$ cat src/rtl/pending_index_encoder.sv
// Purpose : multi-hot to index encoder; emits the index of every set bit of a
//           captured pending vector, one per handshake (lowest first, or
//           highest first when HIGH_FIRST_EN is defined).
// Latency : load at edge N -> first idx/valid registered at edge N; one index
//           per cycle while ready is held high.
// Backpr. : idx/valid are held stable while valid && !ready; valid is never
//           retracted except by clear or reset.
//
// Ports:
//   clk    in   1      rising-edge clock
//   reset  in   1      synchronous, active-high
//   load   in   1      capture vec (only honoured when idle)
//   vec    in   WIDTH  pending vector
//   clear  in   1      abort current vector, back to idle, no done pulse
//   idx    out  IDX_W  index of current set bit
//   valid  out  1      idx is meaningful
//   ready  in   1      consumer accepts idx this cycle
//   busy   out  1      a vector is held (state != IDLE)
//   done   out  1      one-cycle pulse: vector drained or zero vector loaded
//
// Build option: define HIGH_FIRST_EN to scan from the highest set index down.
module pending_index_encoder #(
    parameter int WIDTH = 32,
    parameter int IDX_W = 5
) (
    input  logic             clk,
    input  logic             reset,
    input  logic             load,
    input  logic [WIDTH-1:0] vec,
    input  logic             clear,
    output logic [IDX_W-1:0] idx,
    output logic             valid,
    input  logic             ready,
    output logic             busy,
    output logic             done
);

    localparam logic [1:0] S_IDLE = 2'd0;
    localparam logic [1:0] S_EMIT = 2'd1;
    localparam logic [1:0] S_DONE = 2'd2;

    logic [1:0]       r_state;
    logic [WIDTH-1:0] r_remaining;
    logic [IDX_W-1:0] r_idx;
    logic             r_valid;

    logic             w_accept;
    logic [WIDTH-1:0] w_onehot;
    logic [WIDTH-1:0] w_next_rem;
    logic [IDX_W-1:0] w_next_idx;
    logic [IDX_W-1:0] w_load_idx;

    // Picks the first set bit in scan order. The loop walks in the opposite
    // direction so that the last match (the one that survives) is the
    // winner in the wanted order.
    function automatic logic [IDX_W-1:0] f_pick(input logic [WIDTH-1:0] v);
        logic [IDX_W-1:0] r;
        r = '0;
`ifdef HIGH_FIRST_EN
        for (int i = 0; i < WIDTH; i++) begin
            if (v[i]) r = IDX_W'(i);
        end
`else
        for (int i = WIDTH - 1; i >= 0; i--) begin
            if (v[i]) r = IDX_W'(i);
        end
`endif
        return r;
    endfunction

    // r_valid is only ever high in EMIT, so it doubles as the state qualifier.
    assign w_accept   = r_valid & ready;

    // Remaining bits once the currently presented index is accepted; the
    // following index is computed from this so it is ready at the same edge.
    assign w_onehot   = {{(WIDTH-1){1'b0}}, 1'b1} << r_idx;
    assign w_next_rem = r_remaining & ~w_onehot;
    assign w_next_idx = f_pick(w_next_rem);
    assign w_load_idx = f_pick(vec);

    always_ff @(posedge clk) begin
        if (reset) begin
            r_state     <= S_IDLE;
            r_remaining <= '0;
            r_idx       <= '0;
            r_valid     <= 1'b0;
        end else if (clear) begin
            // clear outranks load and ready; no done pulse is produced.
            r_state     <= S_IDLE;
            r_remaining <= '0;
            r_valid     <= 1'b0;
        end else begin
            case (r_state)
                S_IDLE: begin
                    if (load) begin
                        if (vec != '0) begin
                            r_state     <= S_EMIT;
                            r_remaining <= vec;
                            r_idx       <= w_load_idx;
                            r_valid     <= 1'b1;
                        end else begin
                            r_state <= S_DONE;
                        end
                    end
                end
                S_EMIT: begin
                    if (w_accept) begin
                        r_remaining <= w_next_rem;
                        if (w_next_rem == '0) begin
                            r_state <= S_DONE;
                            r_valid <= 1'b0;
                        end else begin
                            r_idx <= w_next_idx;
                        end
                    end
                end
                S_DONE: begin
                    r_state <= S_IDLE;
                end
                default: begin
                    r_state     <= S_IDLE;
                    r_remaining <= '0;
                    r_valid     <= 1'b0;
                end
            endcase
        end
    end

    assign idx   = r_idx;
    assign valid = r_valid;
    assign busy  = (r_state != S_IDLE);
    assign done  = (r_state == S_DONE);

endmodule
$ cat config.mk
export PLATFORM = sky130hd
export DESIGN_NAME = pending_index_encoder
export DESIGN_NICKNAME = d
export VERILOG_FILES = /design/src/rtl/pending_index_encoder.sv
export SDC_FILE = /design/constraint.sdc
export NUM_CORES = 1
export LEC_CHECK = 0
export CAP_MARGIN = 20
export CORE_ASPECT_RATIO = 0.6
export CORE_MARGIN = 2
export CORE_UTILIZATION = 50
export DETAILED_ROUTE_END_ITERATION = 16
export GPL_ROUTABILITY_DRIVEN = 0
export PLACE_DENSITY = 0.81
export SYNTH_ARGS = -nofsm -noshare
export SYNTH_HDL_FRONTEND = slang
export SYNTH_SLANG_ARGS = --single-unit
$ cat constraint.sdc
create_clock -name clk -period 3.4 [get_ports clk]
set_input_delay 0.51 -clock clk [delete_from_list [all_inputs] [get_ports clk]]
set_output_delay 0.51 -clock clk [all_outputs]
set_load 0.005 [all_outputs]
==> flow_summary_export.csv, run 1 <==
group,metric,value,unit
timing,setup_viol_count_final,0,
placement,place_inst,568,
power_and_ir_drop,worst_ir_drop_vdd,0.155,mV
power_and_ir_drop,p_per_area,310,nW/µm²
placement,place_area,3740,µm²
floorplan,rows,22,
yosys,synth.top_cell.area_share,25.2,%
timing,hold_viol_final,0,
clocking,cts_setup_buffers,0,
clocking,clk_pin_slew,0.08,ns
timing,layout_setup_ws,0.350,ns
floorplan,die_h,65.8,µm
layout,layout-drive-gt1-share,8.13,%
routing,detail_route.first_pass.iterations,6,
floorplan,die_area,7040,µm²
global_route,grt_pass1_wl,17900,µm
critical_path,crit_chain,"or3_1 > o21ai_0 > nand4_1 > nor4_4 > a41oi_1 > o31ai_1 > a21oi_1",
global_route,grt_usage,33.0,%
placement,portBuffers,44,
clocking,cts-root-buf,"clkbuf_8",
clocking,holdBufCountCts,0,
routing,routed_wl,11500,µm
yosys,synth_area_leaders,"dfxtp_1, a21oi_1, o21ai_0, nor2_1, nand2_1",
yosys,avgSynthCellArea,7.01,µm²
timing,fmax,328,MHz
floorplan,ios,45,
routing,antenna_left,0,
floorplan,fp.dieW,107,µm
flow_run,cap_violations,0,
yosys,synth_top_area_cell,"dfxtp_1",
yosys,synth_area,3180,µm²
critical_path,critPathMaxFanout,11,
critical_path,critPathTopFamily,"compound AO/OA/AOI/OAI gates",
clocking,post_cts_resized,0,
routing,drc,0,
clocking,clk_latency,0.31,ns
yosys,ys_ff_latch,40,
clocking,htreeDepth,2,
layout,n_antenna_cell,0,
global_route,antenna_found_initial,0,
global_route,grt_max_degree,59,
layout,final_area,3830,µm²
layout,layout_commonest_cell,"a21oi_1",
critical_path,crit_end,"idx[1]$_SDFFE_PP0P_",
critical_path,r2r_start,"idx[2]$_SDFFE_PP0P_",
yosys,syn_inst,454,
global_route,first_global_vias,3473,
critical_path,cp.required,3.59,ns
critical_path,start_kind,"flip-flop",
yosys,synth_warnings,0,
placement,hpwl,8630,µm
routing,drt-initial-drc-count,620,
layout,stdcell_count,576,
global_route,globalRouteOverflowTotal,0,
timing,min_period,3.05,ns
floorplan,coreArea,6140,µm²
yosys,syn-num-nets,491,
layout,fin_util,62.4,%
clocking,cts_sinks,40,
power_and_ir_drop,leakagePower,1.30,nW
yosys,synth_top_flop_cell,"dfxtp_1",
timing,slew_violations,0,
critical_path,worstPathArrival,3.24,ns
timing,rsz0062_at_grt,"false",
critical_path,r2r_end,"idx[1]$_SDFFE_PP0P_",
yosys,synth-edff-count,0,
yosys,synth_cell_types,63,
clocking,cts_buffer_depth,2,
clocking,cts_made_buffers,5,
timing,post-route-period-util,89.7,%
critical_path,rrSetupSlack,0.35,ns
timing,worst_pin_slew,0.703,ns
routing,wire_per_inst,19.9,µm
critical_path,reg2reg_depth,7,
clocking,cts_tree,"yes",
critical_path,cp_slowest_cell,"or3_1",
worst_hold_path,min_path_type,"reg2reg",
layout,area_growth,20.4,%
layout,final_cell_mix,"a21oi_1, nor2_1, clkdlybuf4s50_1",
yosys,ys_seq_area_share,25.2,%
placement,place_ws,0.294,ns
layout,final_nets,528,
critical_path,path_buf_inv,0,
timing,slew_headroom,52.7,%
critical_path,max_stage_delay,0.51,ns
timing,finClkSkew,0.00825,ns
layout,n_fill_cell,585,
critical_path,endpoint_kind,"flip-flop",
routing,viasPerCell,6.76,
critical_path,crit_start,"idx[2]$_SDFFE_PP0P_",
timing,tns,0,ns
critical_path,cp.depth,7,
floorplan,initial_core_util,51.8,%
yosys,ys_async_sr_fraction,0,%
critical_path,path_class,"reg2reg",
status,status,"finished, final reports clean",
routing,num_vias,3895,
-- area by class of cell --
type | instances | area (µm²) | area share (%)
Multi-Input combinational cell | 376 | 2230 | 58.2
Clock buffer | 6 | 82.6 | 2.16
Inverter | 8 | 30.0 | 0.784
Sequential cell | 40 | 801 | 20.9
Clock inverter | 2 | 10.0 | 0.261
Tap cell | 84 | 105 | 2.74
Timing Repair Buffer | 60 | 573 | 15.0
-- worst min-delay path, cell delays in order, from the launching register on --
cell,delay (ns)
dfxtp_1,0.32
nand2_1,0.05
a21oi_1,0.05
-- how the worst min path moves through the flow --
stage                                       startpoint                            to  slack, ns  cells past startpoint
after floorplan           r_remaining[15]$_SDFFE_PP0P_  r_remaining[15]$_SDFFE_PP0P_       0.43                      2
final                     r_remaining[14]$_SDFFE_PP0P_  r_remaining[14]$_SDFFE_PP0P_       0.46                      2
after detailed placement  r_remaining[14]$_SDFFE_PP0P_  r_remaining[14]$_SDFFE_PP0P_       0.44                      2
after CTS                 r_remaining[14]$_SDFFE_PP0P_  r_remaining[14]$_SDFFE_PP0P_       0.45                      2
after global routing      r_remaining[14]$_SDFFE_PP0P_  r_remaining[14]$_SDFFE_PP0P_       0.48                      2
after global placement    r_remaining[14]$_SDFFE_PP0P_  r_remaining[14]$_SDFFE_PP0P_       0.44                      2
-- state kept, by name (all words and copies together), names as in the netlist --
| signal | flops |
|---|---|
| r_state | 2 |
| idx | 5 |
| r_remaining | 32 |
| valid | 1 |
-- synth_stat cells, types with 6 or more instances --
library cell and count:
a21oi_1 62, buf_2 7, clkbuf_1 18, dfxtp_1 40, inv_1 6, mux2i_1 14
nand2_1 41, nand3_1 8, nand3b_1 6, nor2_1 46, nor3_1 26, nor4_1 10
o211ai_1 8, o21a_1 16, o21ai_0 37, or3_1 18
-- layer usage --
metal,part of all wire [%],GRT usage (%),wire length [µm]
met1,44,48.6,5080
met2,38,45.7,4300
met3,16,11.9,1850
met4,2.0,6.49,228
met5,0,0,0
-- where the power goes --
part	leakage [nW]	internal, W	total (W)	switching (W)
registers	0.325	0.000484	0.000504	0.0000199
clock network	0.0510	0.000162	0.000349	0.000187
logic	0.928	0.000144	0.000335	0.000191
total	1.30	0.000791	0.00119	0.000398
-- logic make-up after synthesis --
| logic type | share of synthesized area [%] |
|---|---|
| and+or+nand+nor | 32.0 |
| AOI/OAI and AO/OA | 33.0 |
| DFF | 25.2 |
| buffers and inverters | 5.11 |
| muxes | 4.76 |
-- stage by stage --
step | power, W | hold slack [ns]
after detailed placement | 0.000834 | 0.445
after CTS | 0.00117 | 0.455
final | 0.00119 | 0.458
after global placement | 0.000826 | 0.438
after floorplan | 0.000699 | 0.428
after global routing | 0.00123 | 0.476
Power figures use the tool's default switching activity.
==> run 2, diff against run 1 <==
--- a/config.mk
+++ b/config.mk
@@ -5,12 +5,14 @@
 export SDC_FILE = /design/constraint.sdc
 export NUM_CORES = 1
 export LEC_CHECK = 0
+export ABC_CLOCK_PERIOD_IN_PS = 3400
 export CAP_MARGIN = 20
 export CORE_ASPECT_RATIO = 0.6
 export CORE_MARGIN = 2
 export CORE_UTILIZATION = 50
 export DETAILED_ROUTE_END_ITERATION = 16
 export GPL_ROUTABILITY_DRIVEN = 0
+export GPL_TIMING_DRIVEN = 1
 export PLACE_DENSITY = 0.81
 export SYNTH_ARGS = -nofsm -noshare
 export SYNTH_HDL_FRONTEND = slang
==> results of run 2 <==
The final DEF is identical to that of run 1; final timing and power are the same.
